==> src/rtl/counter_ctrl.sv <==
// Run controller for the two-digit 7-segment counter: button edges drive an IDLE/RUN/PAUSE/DONE
// sequence, a prescaler paces counting. Optional macro COUNTER_CTRL_DOWN_EN adds a 'dir' input for down-counting.
module counter_ctrl #(
    parameter int DIV       = 4,
    parameter int MAX_COUNT = 3,
    parameter bit WRAP      = 1'b1
) (
    input  logic        clk,
    input  logic        rst,
    input  logic        start,
    input  logic        stop,
    input  logic        clear,
`ifdef COUNTER_CTRL_DOWN_EN
    input  logic        dir,
`endif
    output logic [6:0]  count,
    output logic [13:0] result,
    output logic        running,
    output logic        tick,
    output logic        done
);

    localparam int PW = (DIV > 2) ? $clog2(DIV) : 1;
    localparam logic [PW-1:0] LAST = PW'(DIV - 1);
    localparam logic [6:0] MAXV = 7'(MAX_COUNT);

    generate
        if (MAX_COUNT < 1 || MAX_COUNT > 99) begin : g_bad_max
            $error("counter_ctrl: MAX_COUNT must be within 1..99");
        end
        if (DIV < 2) begin : g_bad_div
            $error("counter_ctrl: DIV must be at least 2");
        end
    endgenerate

    typedef enum logic [1:0] {ST_IDLE, ST_RUN, ST_PAUSE, ST_DONE} state_t;

    state_t        state;
    logic [PW-1:0] presc;
    logic          start_q, stop_q, clear_q;
    logic          start_e, stop_e, clear_e;
    logic          down, at_term;
    logic [6:0]    next_count;
    logic [6:0]    units_v, tens_v;

    assign start_e = start & ~start_q;
    assign stop_e  = stop & ~stop_q;
    assign clear_e = clear & ~clear_q;

    // Terminal is 0 when counting down, MAX_COUNT when counting up; both roll over to the opposite end.
    always_comb begin
        down = 1'b0;
`ifdef COUNTER_CTRL_DOWN_EN
        down = dir;
`endif
        at_term    = down ? (count == 7'd0) : (count == MAXV);
        next_count = count + 7'd1;
        if (at_term)
            next_count = down ? MAXV : 7'd0;
        else if (down)
            next_count = count - 7'd1;
    end

    always_ff @(posedge clk or negedge rst) begin
        if (!rst) begin
            state   <= ST_IDLE;
            presc   <= '0;
            count   <= 7'd0;
            tick    <= 1'b0;
            done    <= 1'b0;
            running <= 1'b0;
            start_q <= 1'b1;
            stop_q  <= 1'b1;
            clear_q <= 1'b1;
        end else begin
            start_q <= start;
            stop_q  <= stop;
            clear_q <= clear;
            tick    <= 1'b0;
            if (WRAP)
                done <= 1'b0;
            if (clear_e) begin
                state   <= ST_IDLE;
                presc   <= '0;
                count   <= 7'd0;
                done    <= 1'b0;
                running <= 1'b0;
            end else begin
                case (state)
                    ST_IDLE: if (start_e && !stop_e) begin
                        state   <= ST_RUN;
                        presc   <= '0;
                        running <= 1'b1;
                    end
                    // Prescaler is deliberately kept so a resume finishes the interrupted period.
                    ST_PAUSE: if (start_e && !stop_e) begin
                        state   <= ST_RUN;
                        running <= 1'b1;
                    end
                    ST_DONE: if (start_e && !stop_e) begin
                        state   <= ST_RUN;
                        presc   <= '0;
                        count   <= 7'd0;
                        done    <= 1'b0;
                        running <= 1'b1;
                    end
                    ST_RUN: begin
                        if (stop_e) begin
                            state   <= ST_PAUSE;
                            running <= 1'b0;
                        end else if (presc == LAST) begin
                            presc <= '0;
                            tick  <= 1'b1;
                            if (at_term && !WRAP) begin
                                state   <= ST_DONE;
                                running <= 1'b0;
                                done    <= 1'b1;
                            end else begin
                                count <= next_count;
                                done  <= at_term;
                            end
                        end else begin
                            presc <= presc + PW'(1);
                        end
                    end
                    default: state <= ST_IDLE;
                endcase
            end
        end
    end

    function automatic logic [6:0] seg7(input logic [6:0] d);
        case (d)
            7'd0:    return 7'b0000001;
            7'd1:    return 7'b1001111;
            7'd2:    return 7'b0010010;
            7'd3:    return 7'b0000110;
            7'd4:    return 7'b1001100;
            7'd5:    return 7'b0100100;
            7'd6:    return 7'b0100000;
            7'd7:    return 7'b0001111;
            7'd8:    return 7'b0000000;
            7'd9:    return 7'b0000100;
            default: return 7'b1111111;
        endcase
    endfunction

    // Leading zero on the tens digit is blanked rather than shown.
    always_comb begin
        units_v = count % 7'd10;
        tens_v  = count / 7'd10;
        result  = {(tens_v == 7'd0) ? 7'b1111111 : seg7(tens_v), seg7(units_v)};
    end

endmodule

==> config.mk <==
export PLATFORM = sky130hd
export DESIGN_NAME = counter_ctrl
export DESIGN_NICKNAME = d
export VERILOG_FILES = /design/src/rtl/counter_ctrl.sv
export SDC_FILE = /design/constraint.sdc
export NUM_CORES = 1
export LEC_CHECK = 0
export CAP_MARGIN = 20
export CORE_UTILIZATION = 55
export DETAILED_ROUTE_END_ITERATION = 10
export PLACE_DENSITY = 0.86
export SETUP_SLACK_MARGIN = 0.2
export SYNTH_ARGS = -nofsm -noshare
export SYNTH_HDL_FRONTEND = slang
export SYNTH_SLANG_ARGS = --single-unit
==> constraint.sdc <==
create_clock -name clk -period 3.93 [get_ports clk]
set_input_delay 0.5895 -clock clk [delete_from_list [all_inputs] [get_ports clk]]
set_output_delay 0.5895 -clock clk [all_outputs]
set_load 0.01 [all_outputs]
# Yosys cells after proc, flatten, opt, wreduce, memory -nomap -nowiden
# Memory sizes are Yosys's and may differ from the RTL's.
# Index checks and enable logic that the tools add are counted.
# word_totals
register_bits,17
latchBits,0
ramBits,0
rom_bits,224
in_bits,5
out_inout_bits,24
n_memories,2
# op_classes
addsub,2
mul,0
n_div,2
order_cmp,0
n_eq_ne,11
shifts,0
mux,30
bitwise_logic,6
n_reduce_logical,13
# memory_table
name,depth,word_bits,read_ports,rd_ports_with_merged_regs,wr,line_no,source
(name not given),16,7,1,0,0,133,case (d)
(name not given),16,7,1,0,0,133,
# ops
op,n
7-bit two-way mux,8
2-bit two-way mux,7
7-bit case mux with 2 select lines,1
3-bit inequality test (second input constant),4
1-bit two-way mux,11
2-bit case mux with 2 select lines,2
7-bit by 1-bit adder with 7-bit output (second input constant),1
7-bit by 4-bit divider with 7-bit output (second input constant),1
7-bit by 2-bit == test with 1-bit output (second input constant),1
7-bit zero test,1
7-bit by 4-bit remainder unit with 7-bit output (second input constant),1
2-bit == test (second input constant),3
3-bit zero test,2
3-bit by 1-bit inequality test with 1-bit output (second input constant),2
3-bit nonzero test,2
4-bit AND reduction,1
1-bit bitwise AND,3
1-bit NOT,3
3-bit AND reduction,1
3-bit OR reduction,1
2-bit by 1-bit adder with 2-bit output (second input constant),1
2-bit by 1-bit == test with 1-bit output (second input constant),1
2-bit zero test,1
1-bit case mux with 2 select lines,1
4 further kinds,4

# Depth between registers and ports, before layout
# depth
word_depth,7
mapped_depth,13

# Worst setup path before layout
# No wires, ideal clock.
# synth_path
path_type,reg2out
start,register count[3]
end,output result[5]
arrival_time_ps,3165
required_time_ps,3340
path_slack_ps,175
stages_incl_launch_ff,12
path_buffers,2
cell_sequence,dfrtp_1 buf_4 and3b_1 o31a_1 a221oi_1 ha_1 buf_1 a221oi_4 a2111oi_4 ha_1 and2_1 o21ai_1
# synth_between
elab_chain_len,3
# synth_rtl
element,line_no,source
"start, declared",16,"output logic [6:0] count,"
"start signal, assigned",119,count <= next_count;
7-bit by 4-bit remainder unit with 7-bit output *,150,units_v = count % 7'd10;
memory read 16 x 7 bit / 3-bit zero test (equally long branches),n/a,
7-bit two-way mux *,133,
"end, declared",17,"output logic [13:0] result,"
# Every way passes the cells marked *; elsewhere a longest branch is shown, timed or not.

# Final worst setup path
# layout_path
start,register count[6]
end,output result[5]
# Same word-level chain as after synthesis.

==> out/results.ini <==
[power]
p_sw_w = 0.0002177
swShare = 0.3760
power_leakage_nw = 1.164
vdd_drop_max_uv = 302.7
power_frac_comb = 0.482
seqPwrFrac = 0.356
p_per_area_nw_per_um2 = 217.8
clock_power_share = 0.162
p_int_w = 0.0003613

[floorplan]
die_w_um = 61.61
die_area_um2 = 3796
rows = 21
die_y_um = 61.61
initial_core_util = 0.5811
core_area_um2 = 3363
ios = 29

[placement]
dp.final_hpwl_um = 3771
io_buffers = 28
postPlaceCellArea_um2 = 2406
gp_congestion = 0.9324

[cells_and_area]
design_area_um2 = 2659
num_antenna_cells = 0
drive_above_1_share = 0.3007
areaGrowthSynthToFinish_pct = 36.04
multi_input_area_um2 = 1541
fillers = 247
register_area_um2 = 406.6
final_nets = 328
final_core_util = 0.7906

[logic_synthesis]
synthAdderAreaFrac = 0.1024
synth_nets = 267
synth-simple-area-share = 0.2644
synth_edf_count = 0
syn-instance-count = 246
synth_top_family_by_area = compound AO/OA/AOI/OAI gates
synthTopCellsByArea = dfrtp_1 (17%), ha_1 (10%), o21ai_0 (5.1%)
yosys_warnings = 0
synth_top_area_cell = dfrtp_1
post-synth-top-count-cell = nor2_1
ys.flop_type = dfrtp_1
async_flop_share = 1.000
synth_common_cells = nor2_1 (21), o21ai_0 (20), nand2_1 (17)
yosysSeqAreaShare = 0.2068
yosysUniqueCellTypes = 61
netlist.area_leader.share = 0.1665
synthXorXnorAreaFrac = 0.01344
syn_avg_cell_area_um2 = 7.945
synth_compound_area_frac = 0.3028
ys_seq_elements = 16
synth_area_um2 = 1954
synth.area.mux_share = 0.04930

[clock_network]
cts_hold_buf = 0
cts_tree = yes
cts.path.max_buffers = 2
cts.sinks = 16
cts_buffers = 3
clk_latency_ps = 300
htree_levels = 1
clockRootBuffer = clkbuf_4
path_clk_slew_ps = 100

[sta]
slew_viol_final = 0
final_hold_viol_count = 0
fin_crit_sh = 0.9599
fin_crit_ps = 3772
grt_setup_unrepaired = true
fin_skew_ps = 12.98
worst_pin_slew_ps = 677.9
holdWs_ps = 511.1
slew-limit-headroom = 0.5467
setup-violations-final = 0
fmax_mhz = 265.1

[grt]
grt_first_pass_wirelength_um = 8045
grt-ovfl-total = 0
grt_use_total = 0.2797
antenna_found_initial = 0
grt_max_degree = 17
first_global_vias = 1809

[setup_path]
worstPathMaxFanout = 10
r2r_start = state[1]
critPathCaptureType = primary output
crit_type = reg2out
critPathRequiredTime_ps = 3340
startpoint_type = flip-flop
worstPathArrival_ps = 3180
crit_start = count[6]

[route]
wl_um = 5659
viasPerCell = 6.239
ant_nets = 0
drc = 0
via_count = 2196
drt_iter0_markers = 240
avgRoutedWirePerCell_um = 16.08
first_pass_iters = 5

[job]
cap_violations = 0

[worst_hold_path]
hp-class = reg2reg
min_from = presc[1]

[status]
status = complete, no violations

## routing by layer
| metal | routed length, µm | vias up | GRT usage |
|---|---|---|---|
| li1 | - | 1042 | - |
| met1 | 2428 | 1020 | 0.3771 |
| met2 | 2728 | 112 | 0.4470 |
| met3 | 375 | 22 | 0.06513 |
| met4 | 126 | 0 | 0.08254 |
| met5 | 0 | - | 0 |
## stage by stage
step	cells	setup WS, ps	setup TNS [ps]	power [W]
floorplan	246	358.1	0	0.0003787
global placement	331	133.7	0	0.0004895
detailed placement	331	-41.50	-58.95	0.0005004
CTS	345	72.00	0	0.0005759
global route	352	8.386	0	0.0006163
finish	352	157.8	0	0.0005790
## critical path: stages (launching register included)
cell and delay [ps]:
dfrtp_1 440, buf_4 190, nor4b_1 420, a31oi_1 130, a21oi_2 230, buf_4 170, nor4b_4 50, a2111oi_4 400
buf_4 210, ha_1 220, and2_1 130, o21ai_1 120, buf_2 140
## power groups by stage
stage / sequential, W / combinational, W / clock, W
3_3_place_gp: 0.000208 / 0.000281 / 0
3_5_place_dp: 0.000210 / 0.000291 / 0
4_1_cts: 0.000206 / 0.000279 / 0.0000909
5_1_grt: 0.000210 / 0.000308 / 0.0000978
2_1_floorplan: 0.000218 / 0.000161 / 0
6_report: 0.000206 / 0.000279 / 0.0000935
## logic make-up after synthesis
kind of cell               Yosys count
DFF                                 16
adders and majority gates           16
buffers and inverters               26
AOI/OAI and AO/OA                   84
muxes                                9
and+or+nand+nor                     92
xor gates and xnor gates             3
## sequential cells by signal, indices dropped and copies added, names as in the netlist
signal	flops
start_q	1
presc	2
count	7
done	1
state	2
clear_q	1
tick	1
stop_q	1
## path summary, 6_finish.rpt
path / endpoint / slack [ps] / depth (start not counted)
max in group asynchronous: count[5] / 2770 / 1
hold reg to reg: presc[1] / 510 / 2
hold / removal: presc[1] / 510 / 2
setup / recovery: result[5] / 160 / 12
min in group asynchronous: done / 690 / 1
setup reg to reg: count[3] / 1880 / 8
## layout by cell type, fill, tap and decap left out, types with 3 or more instances in the layout
master,instances
dfstp_2,3
buf_2,5
nor2_1,21
ha_4,3
o31a_1,4
dlygate4sd2_1,5
dfrtp_1,11
o21ai_1,4
o31ai_1,3
mux2i_1,4
a211oi_1,4
buf_4,37
and3_1,6
o21ai_0,20
nand2b_1,5
clkdlybuf4s50_1,14
and2_1,5
clkbuf_2,3
ha_1,12
nor2b_1,6
nor3_1,10
a21o_1,4
buf_6,4
inv_1,11
clkbuf_4,3
mux2_2,5
a21oi_1,15
a211oi_2,3
a31oi_1,7
a21oi_2,3
nand2_1,15
## area by class of cell
| type | instances | share of cell area |
|---|---|---|
| multi-input combinational | 204 | 0.5798 |
| timing repair buffer | 70 | 0.2179 |
| sequential | 16 | 0.1529 |
| tap | 46 | 0.02165 |
| inverter | 12 | 0.01788 |
| clock buffer | 4 | 0.009882 |
## repair_timing
item | in CTS | in global routing
pin swaps | 8 | 13
endpoints found under the setup margin | 14 | 14
buffers inserted | 10 | 7
gates resized for setup | 23 | 41
gates cloned | 0 | 0
No activity file was read; power rests on OpenSTA's default activity.
==> RTL edit 1 (same settings) <==
Change the parameter `DIV` from 4 to 8.
--- a/src/rtl/counter_ctrl.sv
+++ b/src/rtl/counter_ctrl.sv
@@ -1,7 +1,7 @@
 // Run controller for the two-digit 7-segment counter: button edges drive an IDLE/RUN/PAUSE/DONE
 // sequence, a prescaler paces counting. Optional macro COUNTER_CTRL_DOWN_EN adds a 'dir' input for down-counting.
 module counter_ctrl #(
-    parameter int DIV       = 4,
+    parameter int DIV       = 8,
     parameter int MAX_COUNT = 3,
     parameter bit WRAP      = 1'b1
 ) (
Function: changed (a bounded check fails within 10 cycles, from zero or initial values and one cycle with rst low).
==> RTL edit 1 against the original RTL <==
- the run now ends with setup timing left
- global-route usage up 8.2 points
- routed wire length grew 55%
- total power up 13%
- sequential cell count grew 1
- area after synthesis is 6.9% higher
- worst setup slack got worse by 0.47 ns
- first-iteration DRC count up 63%
- cell area is 18% higher
- combinational power rose by 10%
==> RTL edit 1: results (changes against the original RTL) <==
# setup viols final = 7 (+7)
multiplexer share of the synthesized area = 0.0305 (-0.0188)
synthesized net count = 286 (+7.1%)
pre-CTS setup slack = -0.256 ns (-0.214 ns)
relative slew slack = 0.499 (-0.0472)
first-pass GRT wire length = 11.4 mm (+41%)
largest net degree at the start of global routing = 21 (+4)
failing checks = setup timing
GPL Wtd Cong = 0.940 (+0.85%)
DP Wirelength = 4.39 mm (+16%)
status = finished, violations left
Final WS setup = -0.308 ns (-0.466 ns)
Reg clk slew, reported paths = 0.07 ns (-0.03 ns)
worst-path fanout max = 7 (-3)
FF+latch count = 17 (+1)
NonClk Buf Share = 0.261 (+0.0430)
vias in the first global route = 2425 (+34%)
Synth Area in XOR/XNOR = 0.0168 (+0.00332)
largest cells by area after synthesis = dfrtp_1, ha_1, nand2_1
worst reg2reg path depth = 7 (-1)
Root Buffer = clkbuf_8
worst r2r dst = count[0]
Compound-Gate Fraction of Synth Area = 0.293 (-0.00940)
Signal buffers = 103 (+47%)
Static Leakage = 1.43 nW (+23%)
## RTL edit 1: cell families after synthesis
family / count (synthesis)
adders and majority gates: 17
buffers and inverters: 27
xor gates and xnor gates: 4
and+or+nand+nor: 108
AOI/OAI and AO/OA: 85
DFF: 17
muxes: 6
## RTL edit 1: how the worst max path moves through the flow
stage / to / cells past startpoint
finish: result[0] / 14
global route: result[0] / 14
CTS: result[3] / 14
detailed placement: result[2] / 12
global placement: result[2] / 12
floorplan: result[3] / 13
## RTL edit 1: metal layers
metal,vias up,track usage,share of wire
met1,1315,0.408,0.37
met5,-,0,0
met2,242,0.629,0.46
met4,0,0.185,0.066
met3,68,0.0815,0.10
li1,1162,-,-
## RTL edit 1: through the flow
step	TNS (ns)	util	cells	hold slack [ns]	cell area, um^2
2_1_floorplan	0	-	264	0.294	2130
3_3_place_gp	-0.455	0.740	370	0.470	2710
3_5_place_dp	-1.51	0.740	370	0.517	2710
4_1_cts	-0.248	0.816	397	0.530	2990
5_1_grt	-2.26	0.861	404	0.571	3150
6_report	-1.56	0.861	404	0.531	3150
## RTL edit 1: what timing repair did
| item | CTS | global route |
|---|---|---|
| setup buffers | 23 | 7 |
| pin swaps | 16 | 17 |
| hold buffers | 0 | 0 |
| endpoints found under the setup margin | 14 | 14 |
| resized for setup | 62 | 41 |
## RTL edit 1: power groups by stage
stage                     Combinational, mW  Sequential (mW)  Clock, mW
final                                 0.307            0.220      0.130
after global routing                  0.327            0.222      0.138
after CTS                             0.274            0.219      0.129
after detailed placement              0.278            0.221          0
after global placement                0.267            0.219          0
after floorplan                       0.158            0.228          0
==> RTL edit 2 (config.mk and constraints unchanged) <==
Made on the original files. Add an input register stage for `start`, `stop` and `clear`; this delays them by one clock.
--- a/src/rtl/counter_ctrl.sv
+++ b/src/rtl/counter_ctrl.sv
@@ -24,6 +24,16 @@
     localparam logic [PW-1:0] LAST = PW'(DIV - 1);
     localparam logic [6:0] MAXV = 7'(MAX_COUNT);
 
+    logic start_r;
+    logic stop_r;
+    logic clear_r;
+
+    always_ff @(posedge clk) begin
+        start_r <= start;
+        stop_r  <= stop;
+        clear_r <= clear;
+    end
+
     generate
         if (MAX_COUNT < 1 || MAX_COUNT > 99) begin : g_bad_max
             $error("counter_ctrl: MAX_COUNT must be within 1..99");
@@ -43,9 +53,9 @@
     logic [6:0]    next_count;
     logic [6:0]    units_v, tens_v;
 
-    assign start_e = start & ~start_q;
-    assign stop_e  = stop & ~stop_q;
-    assign clear_e = clear & ~clear_q;
+    assign start_e = start_r & ~start_q;
+    assign stop_e  = stop_r & ~stop_q;
+    assign clear_e = clear_r & ~clear_q;
 
     // Terminal is 0 when counting down, MAX_COUNT when counting up; both roll over to the opposite end.
     always_comb begin
@@ -73,9 +83,9 @@
             stop_q  <= 1'b1;
             clear_q <= 1'b1;
         end else begin
-            start_q <= start;
-            stop_q  <= stop;
-            clear_q <= clear;
+            start_q <= start_r;
+            stop_q  <= stop_r;
+            clear_q <= clear_r;
             tick    <= 1'b0;
             if (WRAP)
                 done <= 1'b0;
Check against the original RTL: not equivalent (a bounded check fails within 4 cycles, from zero or initial values and one cycle with rst low).
==> RTL edit 2 against the original RTL <==
- sequential share of layout area is 1.3 points lower
- sequential cell count is 3 higher
- critical endpoint is now result[2]
- cell area is 26% higher
- worst setup slack worse by 0.24 ns
- area after synthesis is 9.4% higher
- the flow now finishes with violations (setup timing)
- routed wire length is 65% higher
Power is not compared: it rests on default switching activity, and its combinational part moved more than twofold at a synthesized area within 25%.
==> RTL edit 2: results (changes against the original RTL) <==
status = finished, violations left
failing checks = setup timing
H-Tree Depth = 1 (unchanged)
top cells by count, synth = a21oi_1, o21ai_0, nor2_1
Skew-Pair Late Insertion Delay = 0.26 ns (-0.04 ns)
DP Wirelength = 4.18 mm (+11%)
worst-path fanout max = 6 (-4)
GPL Wtd Cong = 0.961 (+3.0%)
Layout fillers = 159 (-36%)
worst slew pin tran = 0.839 ns (+0.161 ns)
Via density = 7.12 (+14%)
Critical Path AT = 3.42 ns (+0.24 ns)
Static Leakage = 1.40 nW
Root Buffer = clkbuf_8
post-DR wirelength/cell = 23.4 um (+45%)
Iter 0 DRT Violations = 326 (+36%)
All-Layer GR Usage = 0.302 (+0.0224)
Final WS setup = -0.0785 ns (-0.236 ns)
largest cells by area after synthesis = dfrtp_1, ha_1, a21oi_1
library cells used by synthesis = 71 (+16%)
Net count, final = 374 (+14%)
Reg clk slew, reported paths = 0.07 ns (-0.03 ns)
first-pass GRT wire length = 9.99 mm (+24%)
sequential area share after synthesis = 0.217 (+0.0103)
Worst Skew = 0.00172 ns (-0.0113 ns)
share of cells above drive strength 1 = 0.426 (+0.125)
synthesized net count = 284 (+6.4%)
vias in the first global route = 2269 (+25%)
# setup viols final = 4 (+4)
post-synthesis async set-or-reset flop share = 0.842 (-0.158)
RTL edit 2: cell count changes in the layout (fill, tap and decap cells not counted), sizes merged, moves of 4 or more:
cell / before / now
nor3: 12 / 7
nand2: 17 / 12
a211oi: 7 / 3
buf: 47 / 85
mux2: 5 / 1
o211ai: 0 / 4
nand2b: 5 / 10
a21o: 4 / 0
nand3b: 1 / 8
RTL edit 2: critical path, cell delays in order (launching register included):
cell and delay (ns):
dfrtp_2 0.44, buf_12 0.14, buf_4 0.15, or2b_1 0.22, nor3_4 0.06, a211oi_4 0.31, ha_4 0.25, buf_6 0.14
nor3b_4 0.22, o21ai_2 0.08, a21oi_2 0.26, o22a_2 0.31, buf_6 0.14, and3_1 0.17, o21ai_0 0.09, buf_2 0.17
RTL edit 2: through the flow:
stage	std cells	setup TNS (ns)	hold slack (ns)	area, um^2	setup slack (ns)
2_1_floorplan	263	0	0.294	2140	0.245
3_3_place_gp	357	-0.0137	0.305	2670	-0.0137
3_5_place_dp	357	-0.252	0.315	2670	-0.0944
4_1_cts	380	0	0.325	2900	0.0570
5_1_grt	400	-0.358	0.331	3350	-0.0717
6_report	400	-0.168	0.322	3350	-0.0785
RTL edit 2: routing by layer:
metal	up-vias	track usage	share of wire
met5	-	0	0
met4	0	0.122	0.069
met3	101	0.0554	0.11
met2	279	0.509	0.46
met1	1297	0.376	0.36
li1	1172	-	-
RTL edit 2: what timing repair did:
| action | in CTS | in global routing |
|---|---|---|
| buffers inserted | 19 | 19 |
| endpoints found under the setup margin | 14 | 12 |
| hold endpoints to repair | 0 | 0 |
| gates resized for setup | 58 | 64 |
| cloned | 0 | 1 |
| hold buffers | 0 | 0 |
| pin swaps | 15 | 24 |
RTL edit 2: kinds of logic after synthesis:
kind of cell / Yosys count / share of synthesized area
and+or+nand+nor: 100 / 0.279
AOI/OAI and AO/OA: 90 / 0.307
DFF: 19 / 0.217
xor gates and xnor gates: 4 / 0.0164
buffers and inverters: 31 / 0.0726
muxes: 3 / 0.0146
adders and majority gates: 16 / 0.0936
RTL edit 2: worst paths after layout:
kind                          start        end  slack [ns]  cells past startpoint
max                        count[4]  result[2]       -0.08                     15
min                         start_r    start_q        0.32                      0
max reg2reg                  stop_q   count[4]        1.69                      6
min reg2reg                 start_r    start_q        0.32                      0
max in group asynchronous       rst   count[6]        2.67                      1
min in group asynchronous       rst   state[0]        0.76                      1
RTL edit 2: final cells by class:
type,instances,area [um^2],area share
timing repair buffer,104,890,0.265
clock inverter,1,5.00,0.00149
tap,48,60.1,0.0179
multi-input combinational,213,1840,0.549
inverter,12,47.5,0.0142
sequential,19,469,0.140
clock buffer,3,41.3,0.0123
